[src/rtl/fifo_axis_drain_pkg.sv]
// Shared types for the FIFO-to-AXI-Stream drain: buffer state encoding and
// the index-width helper used to size beat_idx.
package fifo_axis_drain_pkg;

   typedef enum logic [1:0] {
      EMPTY = 2'd0,
      ONE   = 2'd1,
      TWO   = 2'd2
   } buf_state_t;

   // Width needed to count 0..n-1, never less than one bit.
   function automatic int unsigned idx_width(input int unsigned n);
      return (n > 1) ? $clog2(n) : 1;
   endfunction

endpackage

[src/rtl/fifo_axis_drain_if.sv]
// AXI-Stream handshake bundle produced by the drain.
interface fifo_axis_drain_if #(
   parameter int unsigned DW = 32
);
   logic          tvalid;
   logic          tready;
   logic [DW-1:0] tdata;
   logic          tlast;

   modport master (output tvalid, output tdata, output tlast, input tready);
   modport slave  (input tvalid, input tdata, input tlast, output tready);
endinterface

[src/rtl/fifo_axis_drain_skid.sv]
// Two-entry head/skid buffer: registered outputs with full throughput.
module fifo_axis_drain_skid
   import fifo_axis_drain_pkg::*;
#(
   parameter int unsigned W = 33
) (
   input  logic         clk,
   input  logic         rst_,
   input  logic         push,
   input  logic [W-1:0] push_data,
   input  logic         ready,
   output logic         valid,
   output logic         full,
   output logic [W-1:0] head,
   output logic [1:0]   occupancy
);

   buf_state_t   state;
   logic [W-1:0] skid;
   logic         out;

   assign valid     = (state != EMPTY);
   assign full      = (state == TWO);
   assign occupancy = state;
   assign out       = valid & ready;

   always_ff @(posedge clk or negedge rst_) begin
      if (!rst_) begin
         state <= EMPTY;
         head  <= '0;
         skid  <= '0;
      end else begin
         case (state)
            EMPTY: begin
               if (push) begin
                  head  <= push_data;
                  state <= ONE;
               end
            end
            ONE: begin
               if (push && !out) begin
                  skid  <= push_data;
                  state <= TWO;
               end else if (push && out) begin
                  head  <= push_data;
               end else if (out) begin
                  state <= EMPTY;
               end
            end
            TWO: begin
               // No push can arrive here: the pop strobe is gated by full.
               if (out) begin
                  head  <= skid;
                  state <= ONE;
               end
            end
            default: state <= EMPTY;
         endcase
      end
   end

endmodule

[src/rtl/fifo_axis_drain.sv]
// Drains a first-word-fall-through FIFO into an AXI-Stream master, framing
// fixed-length bursts with tlast and counting completed packets.
module fifo_axis_drain
   import fifo_axis_drain_pkg::*;
#(
   parameter int unsigned DW        = 32,
   parameter int unsigned BURST_LEN = 16,
   parameter int unsigned CNT_W     = 16
) (
   input  logic                                clk,
   input  logic                                rst_,
   input  logic                                en,
   input  logic                                fifo_empty,
   input  logic [DW-1:0]                       fifo_data,
   output logic                                fifo_rd_en,
   fifo_axis_drain_if.master                   m,
   output logic [1:0]                          occupancy,
   output logic [idx_width(BURST_LEN)-1:0]     beat_idx,
   output logic [CNT_W-1:0]                    pkt_cnt
);

   localparam int unsigned     BW       = idx_width(BURST_LEN);
   localparam logic [BW-1:0]   LAST_IDX = BW'(BURST_LEN - 1);

   logic          full;
   logic          valid;
   logic          tlast_calc;
   logic          handshake;
   logic [DW:0]   head;

   // Held off while rst_ is low so nothing is popped into a buffer being cleared.
   assign fifo_rd_en = rst_ & en & ~fifo_empty & ~full;
   assign tlast_calc = (beat_idx == LAST_IDX);

   fifo_axis_drain_skid #(.W(DW + 1)) u_skid (
      .clk       (clk),
      .rst_      (rst_),
      .push      (fifo_rd_en),
      .push_data ({fifo_data, tlast_calc}),
      .ready     (m.tready),
      .valid     (valid),
      .full      (full),
      .head      (head),
      .occupancy (occupancy)
   );

   assign m.tvalid = valid;
   assign m.tdata  = head[DW:1];
   assign m.tlast  = head[0];
   assign handshake = valid & m.tready;

   always_ff @(posedge clk or negedge rst_) begin
      if (!rst_) begin
         beat_idx <= '0;
         pkt_cnt  <= '0;
      end else begin
         if (fifo_rd_en)
            beat_idx <= tlast_calc ? '0 : beat_idx + BW'(1);
         if (handshake && m.tlast)
            pkt_cnt <= pkt_cnt + CNT_W'(1);
      end
   end

endmodule

[src/flat_wrapper.sv]
// flat-port wrapper written by rule: the top's interface ports become plain ports
module fifo_axis_drain_flat import fifo_axis_drain_pkg::*;
#(
   parameter int unsigned DW        = 32,
   parameter int unsigned BURST_LEN = 16,
   parameter int unsigned CNT_W     = 16
)
  (clk, rst_, en, fifo_empty, fifo_data, fifo_rd_en, occupancy, beat_idx, pkt_cnt, m_tvalid, m_tdata, m_tlast, m_tready);
  fifo_axis_drain_if #(.DW(DW)) m_i ();
  input  logic clk;
  input  logic rst_;
  input  logic en;
  input  logic fifo_empty;
  input  logic [DW-1:0] fifo_data;
  output logic fifo_rd_en;
  output logic [1:0] occupancy;
  output logic [idx_width(BURST_LEN)-1:0] beat_idx;
  output logic [CNT_W-1:0] pkt_cnt;
  output wire logic [$bits(m_i.tvalid)-1:0] m_tvalid;
  output wire logic [$bits(m_i.tdata)-1:0] m_tdata;
  output wire logic [$bits(m_i.tlast)-1:0] m_tlast;
  input wire logic [$bits(m_i.tready)-1:0] m_tready;
  assign m_tvalid = m_i.tvalid;
  assign m_tdata = m_i.tdata;
  assign m_tlast = m_i.tlast;
  assign m_i.tready = m_tready;
  fifo_axis_drain #(.DW(DW), .BURST_LEN(BURST_LEN), .CNT_W(CNT_W)) u_core (.clk(clk), .rst_(rst_), .en(en), .fifo_empty(fifo_empty), .fifo_data(fifo_data), .fifo_rd_en(fifo_rd_en), .m(m_i), .occupancy(occupancy), .beat_idx(beat_idx), .pkt_cnt(pkt_cnt));
endmodule
[config.mk]
export PLATFORM = sky130hd
export DESIGN_NAME = fifo_axis_drain_flat
export DESIGN_NICKNAME = d
export VERILOG_FILES = /design/src/rtl/fifo_axis_drain_pkg.sv /design/src/rtl/fifo_axis_drain_if.sv /design/src/rtl/fifo_axis_drain_skid.sv /design/src/rtl/fifo_axis_drain.sv /design/src/flat_wrapper.sv
export SDC_FILE = /design/constraint.sdc
export NUM_CORES = 1
export LEC_CHECK = 0
export ABC_AREA = 1
export ABC_CLOCK_PERIOD_IN_PS = 3700
export CELL_PAD_IN_SITES_DETAIL_PLACEMENT = 0
export CELL_PAD_IN_SITES_GLOBAL_PLACEMENT = 1
export CORE_MARGIN = 2
export CORE_UTILIZATION = 40
export DETAILED_ROUTE_END_ITERATION = 16
export PLACE_DENSITY_LB_ADDON = 0.1
export SYNTH_ARGS = -nofsm -noshare
export SYNTH_HDL_FRONTEND = slang
export SYNTH_SLANG_ARGS = --single-unit
[constraint.sdc]
create_clock -name clk -period 3.7 [get_ports clk]
set_input_delay 1.11 -clock clk [delete_from_list [all_inputs] [get_ports clk]]
set_output_delay 1.11 -clock clk [all_outputs]
set_load 0.02 [all_outputs]
==> qor.yml, run 1 <==
outcome: "complete, no violations"
cp_num_buf_inv: 3
skew_ps: 7.47
cp_slowest_cell: "clkdlybuf4s50_1"
cts.sinks: 88
drc: 0
cts_setup_buffers: 0
ys_ff_latch: 88
final_nets: 605
start_util_pct: 41.6
critPathRequiredTime_ps: 2590
antenna_cells: 0
cp.depth: 6
portBuffers: 93
grt_max_degree: 70
postRouteAntennaNets: 0
path_cells: "clkdlybuf4s50_1, nand2_1, nor2_4, nand2_1, inv_1, clkdlybuf4s50_1"
register_area_um2: 2200
setup_ws_ps: 81.6
avgSynthCellArea_um2: 8.61
cp_top_family: "buffers and inverters"
grt_use_total_pct: 16.8
synth_cell_types: 28
finalSetupTns_ps: 0
gp_congestion: 0.774
max_freq_mhz: 276
post_drt_wl_per_cell_um: 12.5
synth_area_um2: 4080
wl_um: 8770
areaGrowthSynthToFinish_pct: 29.3
worst_setup_path_start_kind: "input pin"
drt_iter0_markers: 83
fill_cells: 990
cp-end-kind: "output pin"
viasPerCell: 4.71
worstPathMaxFanout: 4
reg2reg_slack_ps: 1710
hold_path_class: "reg -> reg"
rr_startpoint: "u_core.u_skid.occupancy[0]"
ir_worst_vdd_mv: 0.321
ioPinCount: 94
slowest_delay_ps: 610
cts_max_level: 3
path_class: "in -> out"
postSynthCellCount: 474
grt_overflow: 0
maxCapViolations: 0
antenna_found_initial: 0
setup_viol: 0
grt_pass1_vias: 3150
tritoncts: "yes"
drive_above_1_share_pct: 8.23
crit_end: "fifo_rd_en"
dp_hpwl_um: 5880
ctsResizeCount: 0
fin_crit_sh_pct: 97.8
rr_endpoint: "u_core.u_skid.head[8]"
dr.pass1.iters: 4
fp.dieH_um: 105
pre_cts_ws_ps: 79.3
syn-num-nets: 513
reg2regPathDepth: 7
vias: 3314
grt_pass1_wl_um: 15000
holdBufCountCts: 0
coreArea_um2: 9820
clk_latency_ps: 350
p_leak_nw: 2.52
rsz0062_at_grt: "no"
die_x_um: 105
yosys_warnings: 0
hold_viol: 0
slew_headroom_pct: 46.3
critPathLaunch: "en"
die_area_um2: 11000
cp.arrival_ps: 2510
cts_root_buf: "clkbuf_8"
yosysSeqAreaShare_pct: 54.0
fin_crit_ps: 3620
worstMarginPinSlew_ps: 805
cellPowerDensity_nw_per_um2: 691
clk_pin_slew_ps: 80
drv_slew: 0
rows: 36
multi_input_area_um2: 1520
clock_path_buffers: 2
utilization_pct: 53.7
cts_buffers: 9
==> kinds of logic (layout without fill, tap and decap cells) <==
| family | after synthesis | in the layout | synth area share (%) |
|---|---|---|---|
| DFF | 88 | 88 | 54.0 |
| xor gates and xnor gates | 6 | 6 | 1.29 |
| adders and majority gates | 2 | 2 | 0.613 |
| AOI/OAI and AO/OA | 104 | 104 | 13.7 |
| and+or+nand+nor | 201 | 201 | 21.6 |
| buffers and inverters | 73 | 170 | 8.86 |
==> flip-flops by register name (all words and copies together) (netlist names) <==
| register | flops |
|---|---|
| u_core.beat_idx | 4 |
| u_core.pkt_cnt | 16 |
| u_core.u_skid.head | 33 |
| u_core.u_skid.occupancy | 2 |
| u_core.u_skid.skid | 33 |
==> cells in the mapped netlist (all sizes together) <==
master	n	area share, %
nor3	1	0.40
xor2	4	0.86
o21ai	47	5.8
nand2	100	9.7
nor2	72	7.2
inv	52	4.8
clkbuf	2	0.18
o21bai	1	0.18
a31oi	1	0.15
nor3b	1	0.18
nand4	9	1.4
a21oi	55	7.6
xnor2	2	0.43
nand3	16	2.4
buf	19	3.9
nand3b	2	0.37
ha	2	0.61
dfrtp	88	54
==> through the flow <==
step	cells	power (mW)	hold WS, ps	area (um2)
2_1_floorplan	474	2.35	448	4080
3_3_place_gp	688	2.97	463	5080
3_5_place_dp	688	3.00	471	5080
4_1_cts	704	3.70	493	5280
5_1_grt	704	3.90	523	5280
6_report	704	3.65	487	5280
==> layout make-up <==
class | count | area share, %
Clock buffer | 13 | 3.01
Sequential cell | 88 | 41.7
Clock inverter | 3 | 0.759
Tap cell | 133 | 3.15
Multi-Input combinational cell | 313 | 28.7
Timing Repair Buffer | 102 | 18.9
Inverter | 52 | 3.70
==> where the power goes <==
part	switching [mW]	internal, mW
Sequential	0.208	1.36
Combinational	0.750	0.653
Clock	0.331	0.348
==> placed cells by master, fill, tap and decap left out, types with 10 or more instances in the layout <==
cell type        Yosys  layout
nor2_1              69      69
buf_4                3      10
nand2_1             96      96
a21oi_1             46      46
clkdlybuf4s50_1      0      92
inv_1               48      48
nand3_1             14      14
o21ai_1             16      16
o21ai_0             31      31
clkbuf_8             0      11
dfrtp_1             88      88
==> worst min path at each step <==
stage,end,from,depth (start not counted),slack [ps]
floorplan,u_core.u_skid.skid[0],u_core.u_skid.skid[0],2,450
global placement,u_core.u_skid.skid[29],u_core.u_skid.skid[29],2,460
detailed placement,u_core.u_skid.skid[29],u_core.u_skid.skid[29],2,470
CTS,u_core.u_skid.skid[29],u_core.u_skid.skid[29],2,490
global route,u_core.u_skid.head[18],u_core.u_skid.head[18],2,520
finish,u_core.u_skid.head[15],u_core.u_skid.head[15],2,490
==> metal layers <==
layer	routed length [um]	track usage, %	up-vias
met5	0	0	-
met2	3950	26.3	67
met1	4350	22.7	1543
li1	-	-	1695
met3	375	3.74	9
met4	101	6.57	0
==> worst min-delay path, delay by kind of cell (launching register included) <==
kind	cells	cell delay, ps
AOI/OAI and AO/OA	1	60
and+or+nand+nor	1	50
DFF	1	350
Power figures use the tool's default switching activity.
==> run 2: changes to the inputs <==
--- a/config.mk
+++ b/config.mk
@@ -6,11 +6,11 @@
 export NUM_CORES = 1
 export LEC_CHECK = 0
 export ABC_AREA = 1
-export ABC_CLOCK_PERIOD_IN_PS = 3700
+export ABC_CLOCK_PERIOD_IN_PS = 4600
 export CELL_PAD_IN_SITES_DETAIL_PLACEMENT = 0
 export CELL_PAD_IN_SITES_GLOBAL_PLACEMENT = 1
 export CORE_MARGIN = 2
-export CORE_UTILIZATION = 40
+export CORE_UTILIZATION = 35
 export DETAILED_ROUTE_END_ITERATION = 16
 export PLACE_DENSITY_LB_ADDON = 0.1
 export SYNTH_ARGS = -nofsm -noshare
==> constraint.sdc (replaced) <==
create_clock -name clk -period 4.6 [get_ports clk]
set_input_delay 1.38 -clock clk [delete_from_list [all_inputs] [get_ports clk]]
set_output_delay 1.38 -clock clk [all_outputs]
set_load 0.02 [all_outputs]
==> run 2 against run 1 <==
Against the previous run:
- sequential power shrank 19%
- utilization shrank 6.6 points
- die area grew 14%
- routed wire length grew 3.8%
- non-clock buffer count shrank 2
- register-to-register slack gained 750 ps
- sequential share of layout area shrank 0.83 points
- via count shrank 2.6%
- hold slack lost 3.1 ps
- sequential cell count is the same
- highest routed layer unchanged
- first-iteration DRC count grew 70%
==> qor.yml, run 2 (same netlist as run 1, synthesis figures left out) <==
holdBufCountCts: 0  # unchanged
skew_ps: 7.36  # -0.112 ps
hold_viol: 0  # unchanged
ir_worst_vdd_mv: 0.256  # -20%
reg_top3: "u_core.u_skid.head: 33 flops, u_core.u_skid.skid: 33 flops, u_core.pkt_cnt: 16 flops"
max_freq_mhz: 229
drt_iter0_markers: 141  # +70%
cp.arrival_ps: 2990  # +480 ps
grt_pass1_vias: 3167  # +0.54%
placedCellCount: 696  # +1.2%
clk_pin_slew_ps: 60  # -20 ps
fin_area_um2: 5380  # +2.0%
swShare_pct: 34.2  # -1.2 points
drive_above_1_share_pct: 8.08  # -0.15 points
wl_um: 9100  # +3.8%
clkPwrFrac_pct: 24.0  # +5.4 points
post_drt_wl_per_cell_um: 12.8  # +2.6%
fin_crit_sh_pct: 95.0
fp.dieH_um: 112  # +6.6%
areaGrowthSynthToFinish_pct: 31.9
postRouteAntennaNets: 0  # unchanged
cp-end-kind: "output pin"
start_util_pct: 35.7  # -5.8 points
finalSetupTns_ps: 0  # unchanged
utilization_pct: 47.1  # -6.6 points
worst_setup_path_start_kind: "input pin"
cts_buffers: 9  # unchanged
rsz0062_at_grt: "no"
slew_headroom_pct: 54.3  # +7.9 points
ioPinCount: 94  # unchanged
cts_setup_buffers: 0  # unchanged
gp_congestion: 0.751  # -3.0%
worstPathMaxFanout: 7  # +3
critPathRequiredTime_ps: 3220  # +630 ps
maxCapViolations: 0  # unchanged
dr.pass1.iters: 4  # unchanged
dp_hpwl_um: 6090  # +3.4%
drc: 0  # unchanged
outcome: "complete, no violations"
portBuffers: 93  # unchanged
setup_viol: 0  # unchanged
antenna_found_initial: 0  # unchanged
cts_root_buf: "clkbuf_16"
cts_max_level: 3  # unchanged
die_area_um2: 12500  # +14%
grt_use_total_pct: 15.4  # -1.4 points
combPwrFrac_pct: 35.8  # -2.7 points
tritoncts: "yes"
switching_power_mw: 1.08  # -17%
drv_slew: 0  # unchanged
vias: 3229  # -2.6%
path_class: "in -> out"
die_x_um: 112  # +6.6%
seq_power_share_pct: 40.1  # -2.8 points
grt_pass1_wl_um: 15400  # +3.0%
grt_max_degree: 70  # unchanged
ctsResizeCount: 0  # unchanged
grt_overflow: 0  # unchanged
final_nets: 603  # -0.33%
p_leak_nw: 2.55  # +1.1%
dpl-instance-area_um2: 5070  # about the same
worstMarginPinSlew_ps: 686  # -119 ps
clock_path_buffers: 2  # unchanged
rows: 39  # +8.3%
hold_path_class: "reg -> reg"
viasPerCell: 4.54  # -3.7%
setup_ws_ps: 230  # +149 ps
stdcell_count: 712  # +1.1%
p_int_mw: 2.07  # -12%
clk_latency_ps: 330  # -20 ps
cellPowerDensity_nw_per_um2: 584  # -16%
layout_common_cells: "nand2_1 (96), clkdlybuf4s50_1 (92), dfrtp_1 (88)"
cts.sinks: 88  # unchanged
pre_cts_ws_ps: 226  # +147 ps
antenna_cells: 0  # unchanged
final_common_cell: "nand2_1"
coreArea_um2: 11400  # +16%
fin_crit_ps: 4370
## run 2: final timing paths
kind / start / to / slack, ps / depth (start not counted)
max in group asynchronous: rst_ / u_core.pkt_cnt[15] / 2410 / 3
worst max register to register: u_core.u_skid.occupancy[0] / u_core.u_skid.head[12] / 2460 / 7
worst min register to register: u_core.u_skid.skid[0] / u_core.u_skid.skid[0] / 480 / 2
worst min-delay path: u_core.u_skid.skid[0] / u_core.u_skid.skid[0] / 480 / 2
worst max-delay path: en / fifo_rd_en / 230 / 6
min in group asynchronous: rst_ / u_core.pkt_cnt[0] / 1150 / 2
## run 2: area by class of cell
cell class | count | area, um2
Clock buffer | 12 | 256
Timing Repair Buffer | 100 | 981
Multi-Input combinational cell | 313 | 1520
Tap cell | 143 | 179
Inverter | 52 | 195
Sequential cell | 88 | 2200
Clock inverter | 4 | 52.6
Fill cell | 1156 | 6040
## run 2: critical path, cell delays in order
cell and delay, ps:
clkdlybuf4s50_1 460, nand2_1 80, nor2_4 140, nand2_1 160, inv_1 150, clkdlybuf4s50_1 620
## run 2: per-stage QoR
step / hold WS, ps / power [mW]
final: 484 / 3.14
after global routing: 505 / 3.37
after CTS: 484 / 3.19
after detailed placement: 469 / 2.42
after global placement: 464 / 2.39
after floorplan: 448 / 1.89
## run 2: power groups by stage
stage	Combinational [mW]	Clock, mW	Sequential (mW)
after global placement	1.12	0	1.27
after CTS	1.15	0.777	1.27
after floorplan	0.422	0	1.47
final	1.13	0.755	1.26
after detailed placement	1.14	0	1.28
after global routing	1.25	0.816	1.30
## run 2: routing by layer
layer / up-vias / part of all wire, % / track usage, %
li1: 1692 / - / -
met1: 1463 / 51 / 21.9
met2: 64 / 43 / 22.8
met3: 10 / 4.1 / 3.54
met4: 0 / 1.4 / 5.85
met5: - / 0 / 0
==> run 3: changes to the inputs <==
--- a/config.mk
+++ b/config.mk
@@ -7,6 +7,7 @@
 export LEC_CHECK = 0
 export ABC_AREA = 1
 export ABC_CLOCK_PERIOD_IN_PS = 4600
+export CAP_MARGIN = 5
 export CELL_PAD_IN_SITES_DETAIL_PLACEMENT = 0
 export CELL_PAD_IN_SITES_GLOBAL_PLACEMENT = 1
 export CORE_MARGIN = 2
==> results of run 3 <==
No change in the layout: final DEF, timing and power equal those of run 2.
